`src/rtl/mem_burst_master_if.sv`:
```
// rtl/mem_burst_master_if.sv - command, stream and memory bus bundle for mem_burst_master
interface mem_burst_master_if #(
    parameter int AW = 16,
    parameter int DW = 16,
    parameter int LW = 8
) ();
    logic          REQ_VALID;
    logic          REQ_READY;
    logic          REQ_WRITE;
    logic [AW-1:0] REQ_ADDR;
    logic [LW-1:0] REQ_LEN;
    logic [DW-1:0] WDATA;
    logic          WDATA_VALID;
    logic          WDATA_READY;
    logic [DW-1:0] RDATA;
    logic          RDATA_VALID;
    logic          BUSY;
    logic          DONE;
    logic          ERR;
    logic [AW-1:0] ADDR;
    logic [DW-1:0] WDBUS;
    logic [DW-1:0] RDBUS;
    logic          RD;
    logic          WR;

    modport master (
        input  REQ_VALID, REQ_WRITE, REQ_ADDR, REQ_LEN, WDATA, WDATA_VALID, RDBUS,
        output REQ_READY, WDATA_READY, RDATA, RDATA_VALID, BUSY, DONE, ERR,
        output ADDR, WDBUS, RD, WR
    );

    modport slave (
        output REQ_VALID, REQ_WRITE, REQ_ADDR, REQ_LEN, WDATA, WDATA_VALID, RDBUS,
        input  REQ_READY, WDATA_READY, RDATA, RDATA_VALID, BUSY, DONE, ERR,
        input  ADDR, WDBUS, RD, WR
    );
endinterface

```
`src/rtl/mem_burst_master.sv`:
```
// rtl/mem_burst_master.sv - burst read/write initiator for the single-port memory bus (option: MEM_WRAP_CHK_EN)
module mem_burst_master #(
    parameter int AW = 16,
    parameter int DW = 16,
    parameter int LW = 8
) (
    input  logic                CLK,
    input  logic                RST,
    mem_burst_master_if.master  bus
);
    typedef enum logic [1:0] {S_IDLE, S_READ, S_WRITE, S_FINISH} state_t;

    localparam logic [AW-1:0] ADDR_ONE = AW'(1);
    localparam logic [LW-1:0] LEN_ONE  = LW'(1);

    state_t        state;
    state_t        state_nxt;
    logic [AW-1:0] cur_addr;
    logic [LW-1:0] remaining;
    logic [DW-1:0] rdata_q;
    logic          rvalid_q;
    logic          accept;
    logic          beat;
    logic          wrap_stop;
    logic          last_beat;

`ifdef MEM_WRAP_CHK_EN
    // a beat at the top address with beats still owed ends the burst early
    assign wrap_stop = (cur_addr == '1) && (remaining != '0);
`else
    assign wrap_stop = 1'b0;
`endif

    assign last_beat       = (remaining == '0) || wrap_stop;
    assign bus.BUSY        = (state != S_IDLE);
    assign bus.RDATA       = rdata_q;
    assign bus.RDATA_VALID = rvalid_q;

    // state register
    always_ff @(posedge CLK or negedge RST) begin
        if (!RST) state <= S_IDLE;
        else      state <= state_nxt;
    end

    // next state and bus strobes; write path is combinational from the stream
    always_comb begin
        state_nxt       = state;
        accept          = 1'b0;
        beat            = 1'b0;
        bus.REQ_READY   = 1'b0;
        bus.WDATA_READY = 1'b0;
        bus.RD          = 1'b0;
        bus.WR          = 1'b0;
        bus.ADDR        = '0;
        bus.WDBUS       = '0;
        bus.DONE        = 1'b0;
        case (state)
            S_IDLE: begin
                bus.REQ_READY = 1'b1;
                if (bus.REQ_VALID) begin
                    accept    = 1'b1;
                    state_nxt = bus.REQ_WRITE ? S_WRITE : S_READ;
                end
            end
            S_READ: begin
                bus.RD   = 1'b1;
                bus.ADDR = cur_addr;
                beat     = 1'b1;
                if (last_beat) state_nxt = S_FINISH;
            end
            S_WRITE: begin
                bus.WDATA_READY = 1'b1;
                bus.ADDR        = cur_addr;
                bus.WDBUS       = bus.WDATA;
                bus.WR          = bus.WDATA_VALID;
                beat            = bus.WDATA_VALID;
                if (bus.WDATA_VALID && last_beat) state_nxt = S_FINISH;
            end
            S_FINISH: begin
                bus.DONE  = 1'b1;
                state_nxt = S_IDLE;
            end
            default: state_nxt = S_IDLE;
        endcase
    end

    // burst address/length counters and registered read data
    always_ff @(posedge CLK or negedge RST) begin
        if (!RST) begin
            cur_addr  <= '0;
            remaining <= '0;
            rdata_q   <= '0;
            rvalid_q  <= 1'b0;
        end else begin
            rvalid_q <= 1'b0;
            if (accept) begin
                cur_addr  <= bus.REQ_ADDR;
                remaining <= bus.REQ_LEN;
            end else if (beat) begin
                cur_addr  <= cur_addr + ADDR_ONE;
                remaining <= remaining - LEN_ONE;
            end
            if (state == S_READ) begin
                rdata_q  <= bus.RDBUS;
                rvalid_q <= 1'b1;
            end
        end
    end

`ifdef MEM_WRAP_CHK_EN
    logic err_q;

    // sticky wrap error, cleared by the next accepted command
    always_ff @(posedge CLK or negedge RST) begin
        if (!RST)                 err_q <= 1'b0;
        else if (accept)          err_q <= 1'b0;
        else if (beat && wrap_stop) err_q <= 1'b1;
    end

    assign bus.ERR = err_q;
`else
    assign bus.ERR = 1'b0;
`endif
endmodule

```
`src/flat_wrapper.sv`:
```
// flat-port wrapper written by rule: the top's interface ports become plain ports
module mem_burst_master_flat 
#(
    parameter int AW = 16,
    parameter int DW = 16,
    parameter int LW = 8
)
  (CLK, RST, bus_REQ_VALID, bus_REQ_WRITE, bus_REQ_ADDR, bus_REQ_LEN, bus_WDATA, bus_WDATA_VALID, bus_RDBUS, bus_REQ_READY, bus_WDATA_READY, bus_RDATA, bus_RDATA_VALID, bus_BUSY, bus_DONE, bus_ERR, bus_ADDR, bus_WDBUS, bus_RD, bus_WR);
  mem_burst_master_if #(.AW(AW), .DW(DW), .LW(LW)) bus_i ();
  input  logic CLK;
  input  logic RST;
  input wire logic [$bits(bus_i.REQ_VALID)-1:0] bus_REQ_VALID;
  input wire logic [$bits(bus_i.REQ_WRITE)-1:0] bus_REQ_WRITE;
  input wire logic [$bits(bus_i.REQ_ADDR)-1:0] bus_REQ_ADDR;
  input wire logic [$bits(bus_i.REQ_LEN)-1:0] bus_REQ_LEN;
  input wire logic [$bits(bus_i.WDATA)-1:0] bus_WDATA;
  input wire logic [$bits(bus_i.WDATA_VALID)-1:0] bus_WDATA_VALID;
  input wire logic [$bits(bus_i.RDBUS)-1:0] bus_RDBUS;
  output wire logic [$bits(bus_i.REQ_READY)-1:0] bus_REQ_READY;
  output wire logic [$bits(bus_i.WDATA_READY)-1:0] bus_WDATA_READY;
  output wire logic [$bits(bus_i.RDATA)-1:0] bus_RDATA;
  output wire logic [$bits(bus_i.RDATA_VALID)-1:0] bus_RDATA_VALID;
  output wire logic [$bits(bus_i.BUSY)-1:0] bus_BUSY;
  output wire logic [$bits(bus_i.DONE)-1:0] bus_DONE;
  output wire logic [$bits(bus_i.ERR)-1:0] bus_ERR;
  output wire logic [$bits(bus_i.ADDR)-1:0] bus_ADDR;
  output wire logic [$bits(bus_i.WDBUS)-1:0] bus_WDBUS;
  output wire logic [$bits(bus_i.RD)-1:0] bus_RD;
  output wire logic [$bits(bus_i.WR)-1:0] bus_WR;
  assign bus_i.REQ_VALID = bus_REQ_VALID;
  assign bus_i.REQ_WRITE = bus_REQ_WRITE;
  assign bus_i.REQ_ADDR = bus_REQ_ADDR;
  assign bus_i.REQ_LEN = bus_REQ_LEN;
  assign bus_i.WDATA = bus_WDATA;
  assign bus_i.WDATA_VALID = bus_WDATA_VALID;
  assign bus_i.RDBUS = bus_RDBUS;
  assign bus_REQ_READY = bus_i.REQ_READY;
  assign bus_WDATA_READY = bus_i.WDATA_READY;
  assign bus_RDATA = bus_i.RDATA;
  assign bus_RDATA_VALID = bus_i.RDATA_VALID;
  assign bus_BUSY = bus_i.BUSY;
  assign bus_DONE = bus_i.DONE;
  assign bus_ERR = bus_i.ERR;
  assign bus_ADDR = bus_i.ADDR;
  assign bus_WDBUS = bus_i.WDBUS;
  assign bus_RD = bus_i.RD;
  assign bus_WR = bus_i.WR;
  mem_burst_master #(.AW(AW), .DW(DW), .LW(LW)) u_core (.CLK(CLK), .RST(RST), .bus(bus_i));
endmodule
```
`config.mk`:
```
export PLATFORM = sky130hd
export DESIGN_NAME = mem_burst_master_flat
export DESIGN_NICKNAME = d
export VERILOG_FILES = /design/src/rtl/mem_burst_master_if.sv /design/src/rtl/mem_burst_master.sv /design/src/flat_wrapper.sv
export SDC_FILE = /design/constraint.sdc
export NUM_CORES = 1
export LEC_CHECK = 0
export BUFFER_PORTS_ARGS = -buffer_cell sky130_fd_sc_hd__clkbuf_2
export CORE_ASPECT_RATIO = 0.8
export CORE_MARGIN = 1
export CORE_UTILIZATION = 50
export DETAILED_ROUTE_END_ITERATION = 7
export PLACE_DENSITY = 0.83
export SYNTH_ARGS = -nofsm -noshare
export SYNTH_HDL_FRONTEND = slang
export SYNTH_SLANG_ARGS = --single-unit
```
`constraint.sdc`:
```
create_clock -name CLK -period 5.6 [get_ports CLK]
set_input_delay 1.12 -clock CLK [delete_from_list [all_inputs] [get_ports CLK]]
set_output_delay 1.12 -clock CLK [all_outputs]
set_load 0.005 [all_outputs]
```
==> results_dict.tcl <==
set metrics [dict create \
    power_leakage_nw 1.56 \
    yosysTopAreaCellShare_pct 42.5 \
    htree_num_levels 2 \
    r2r_slack_ns 3.11 \
    overflow 0 \
    critPathTopFamily "adder cells" \
    dieArea_um2 5360 \
    synthSimpleGateAreaFrac_pct 25.0 \
    routed_via_density 5.16 \
    clock_skew_ns 0.00948 \
    grt_pass1_vias 2024 \
    dr_total_vias 2204 \
    clk_pin_slew_ns 0.08 \
    nets 435 \
    drc 0 \
    cts_root_buf "clkbuf_8" \
    dp_slack_ns 2.86 \
    syn2layout_area_growth_pct 27.1 \
    die_w_um 81.6 \
    fill_cells 395 \
    drive_above_1_share_pct 39.8 \
    synth_area_leaders "dfrtp_1, and2_1, mux2_2" \
    worstPathCellList "inv_1, ha_1, and2_1, clkbuf_2" \
    synth_area_um2 2530 \
    ioPinCount 117 \
    grt_util_met3_pct 3.61 \
    use_met2_pct 40.5 \
    grt_setup_unrepaired "false" \
    slowest_stage "ha_1" \
    syn-instance-count 259 \
    yosysSeqAreaShare_pct 42.5 \
    synth_nets 328 \
    async_reset_ff_share_pct 100 \
    met1_usage_pct 28.1 \
    ys_types 37 \
    grt_pass1_wl_um 9230 \
    yosysTopAreaCell "dfrtp_1" \
    p_per_area_nw_per_um2 553 \
    pwr-share-clk_pct 16.1 \
    synth_compound_area_share_pct 7.70 \
    setup_viol 0 \
    wl_um 5770 \
    slew-limit-headroom_pct 29.8 \
    p_sw_mw 0.702 \
    synthMuxAreaShare_pct 9.88 \
    cts_max_path_buffers 2 \
    clock-sinks 43 \
    drt_iter0_markers 84 \
    path_buf_inv 2 \
    slew_viol_final 0 \
    cp_slowest_stage_delay_ns 0.76 \
    cp_max_fo 28 \
    busiest_layer "met2" \
    status "completed" \
    synth_top_family_by_area "simple AND/OR/NAND/NOR gates" \
    tns_ns 0 \
    grt_usage_pct 22.9 \
    min_period_over_period_pct 53.8 \
    synth_edf_count 0 \
    worst_hold_path_type "flip-flop to flip-flop" \
    row_count 22 \
    final_antenna_net_count 0 \
    syn_area_per_cell_um2 9.78 \
    end_kind "output port" \
    synth_most_common_cell "dfrtp_1" \
    die_height_um 65.7 \
    drv_cap 0 \
    share_seq_of_total_power_pct 33.4 \
    antenna_found_initial 0 \
    fin_crit_ns 3.01 \
    sw_frac_of_total_pct 39.4 \
    synthAdderAreaFrac_pct 3.95 \
    intPower_mw 1.08 \
    dpl.hpwl_um 4260 \
    diodes 0 \
    tightest_slew_ns 1.05 \
    fmax_mhz 332 \
    routabilityCongestion 0.804 \
    crit_arrival_ns 1.89 \
    cts_resized 0 \
    critPathLaunchType "flip-flop" \
    detail_route.wl_per_cell_um 13.5 \
    hold_viol 0 \
    worst_ep_required_time_ns 4.48 \
    start_util_pct 53.5 \
    cts_tree "built" \
    post_cts_buffers 0 \
    core_area_um2 4730 \
    finalWorstSetupSlack_ns 2.59 \
    synth_ff_type "dfrtp_1" \
    dr.pass1.iters 4 \
    cts_made_buffers 5 \
    clock_latency_ns 0.29 \
    ys_top_cells_by_count "dfrtp_1, and2_1, nand2_1" \
    io_buffer_count 115 \
    p_comb_share_pct 50.5 \
    synth-xor-area-share_pct 5.53 \
    holdBufCountCts 0 \
    synth-seq-cells 43 \
    grt_max_degree 48 \
    ys_warn_count 0 \
    crit_type "flip-flop to output port" \
    ir_drop_mv 0.265 \
]
## worst register-to-register path: stages (launching register included)
cell and delay (ns):
dfrtp_1 0.39, inv_1 0.10, ha_1 0.76, nand4_1 0.35, nor4b_1 0.46, mux2i_1 0.24, nand3_1 0.09
## per-stage QoR
step	utilization, %	cell area (µm²)	hold WS (ns)	cells	power [mW]
6_report	68.0	3220	0.507	427	1.78
5_1_grt	68.0	3220	0.532	427	1.94
4_1_cts	68.0	3220	0.513	427	1.80
3_5_place_dp	65.1	3080	0.495	419	1.51
3_3_place_gp	65.1	3080	0.490	419	1.47
2_1_floorplan	-	2530	0.505	259	1.21
## cells by family after synthesis
group           Yosys count
compound gates           31
simple gates            114
fa+ha+maj                 8
xor+xnor                 16
flops                    43
other cells               1
buf+inv                  23
mux                      23
## metal layers
metal  vias up  share of wire [%]
li1       1096                  -
met1      1025                 44
met2        75                 49
met3         8                5.7
met4         0                1.8
met5         -                  0
## path summary, 6_finish.rpt
check / from / to / depth (start not counted)
max reg2reg: u_core.state[0] / u_core.cur_addr[14] / 6
max: u_core.state[0] / bus_ADDR[2] / 4
min: u_core.bus.RDATA[12] / u_core.bus.RDATA[12] / 1
min reg2reg: u_core.bus.RDATA[12] / u_core.bus.RDATA[12] / 1
max in group asynchronous: RST / u_core.bus.RDATA_VALID / 1
min in group asynchronous: RST / u_core.bus.RDATA[9] / 1
## power groups by stage
| stage | clock network [mW] | registers, mW | logic [mW] |
|---|---|---|---|
| 5_1_grt | 0.307 | 0.617 | 1.01 |
| 3_3_place_gp | 0 | 0.592 | 0.879 |
| 3_5_place_dp | 0 | 0.599 | 0.908 |
| 2_1_floorplan | 0 | 0.568 | 0.637 |
| 4_1_cts | 0.292 | 0.593 | 0.912 |
| 6_report | 0.287 | 0.595 | 0.900 |
## state kept, by name (all words and copies together), names as in the netlist
register and flops:
u_core.bus.RDATA 16, u_core.bus.RDATA_VALID 1, u_core.cur_addr 16, u_core.remaining 8, u_core.state 2
## area by class of cell
cell class | instances | area (µm²) | share of cell area, %
flip-flops and latches | 43 | 1080 | 33.4
clock buffers | 5 | 68.8 | 2.14
inverters | 7 | 26.3 | 0.816
clock inverters | 3 | 67.6 | 2.10
repair buffers | 116 | 583 | 18.1
multi-input cells | 193 | 1320 | 41.1
well taps | 60 | 75.1 | 2.33
## layout by cell type (no fill, tap or decap), types with 8 or more instances in the layout
cell      netlist  routed
ha_1            8       8
xnor2_1         9       9
nand2_1        35      35
nor2_1          8       8
and2_1         35      35
clkbuf_2        1     115
dfrtp_1        43      43
mux2_2         16      16
o21ai_0        18      18
nand3_1         9       9
Power figures use the tool's default switching activity.
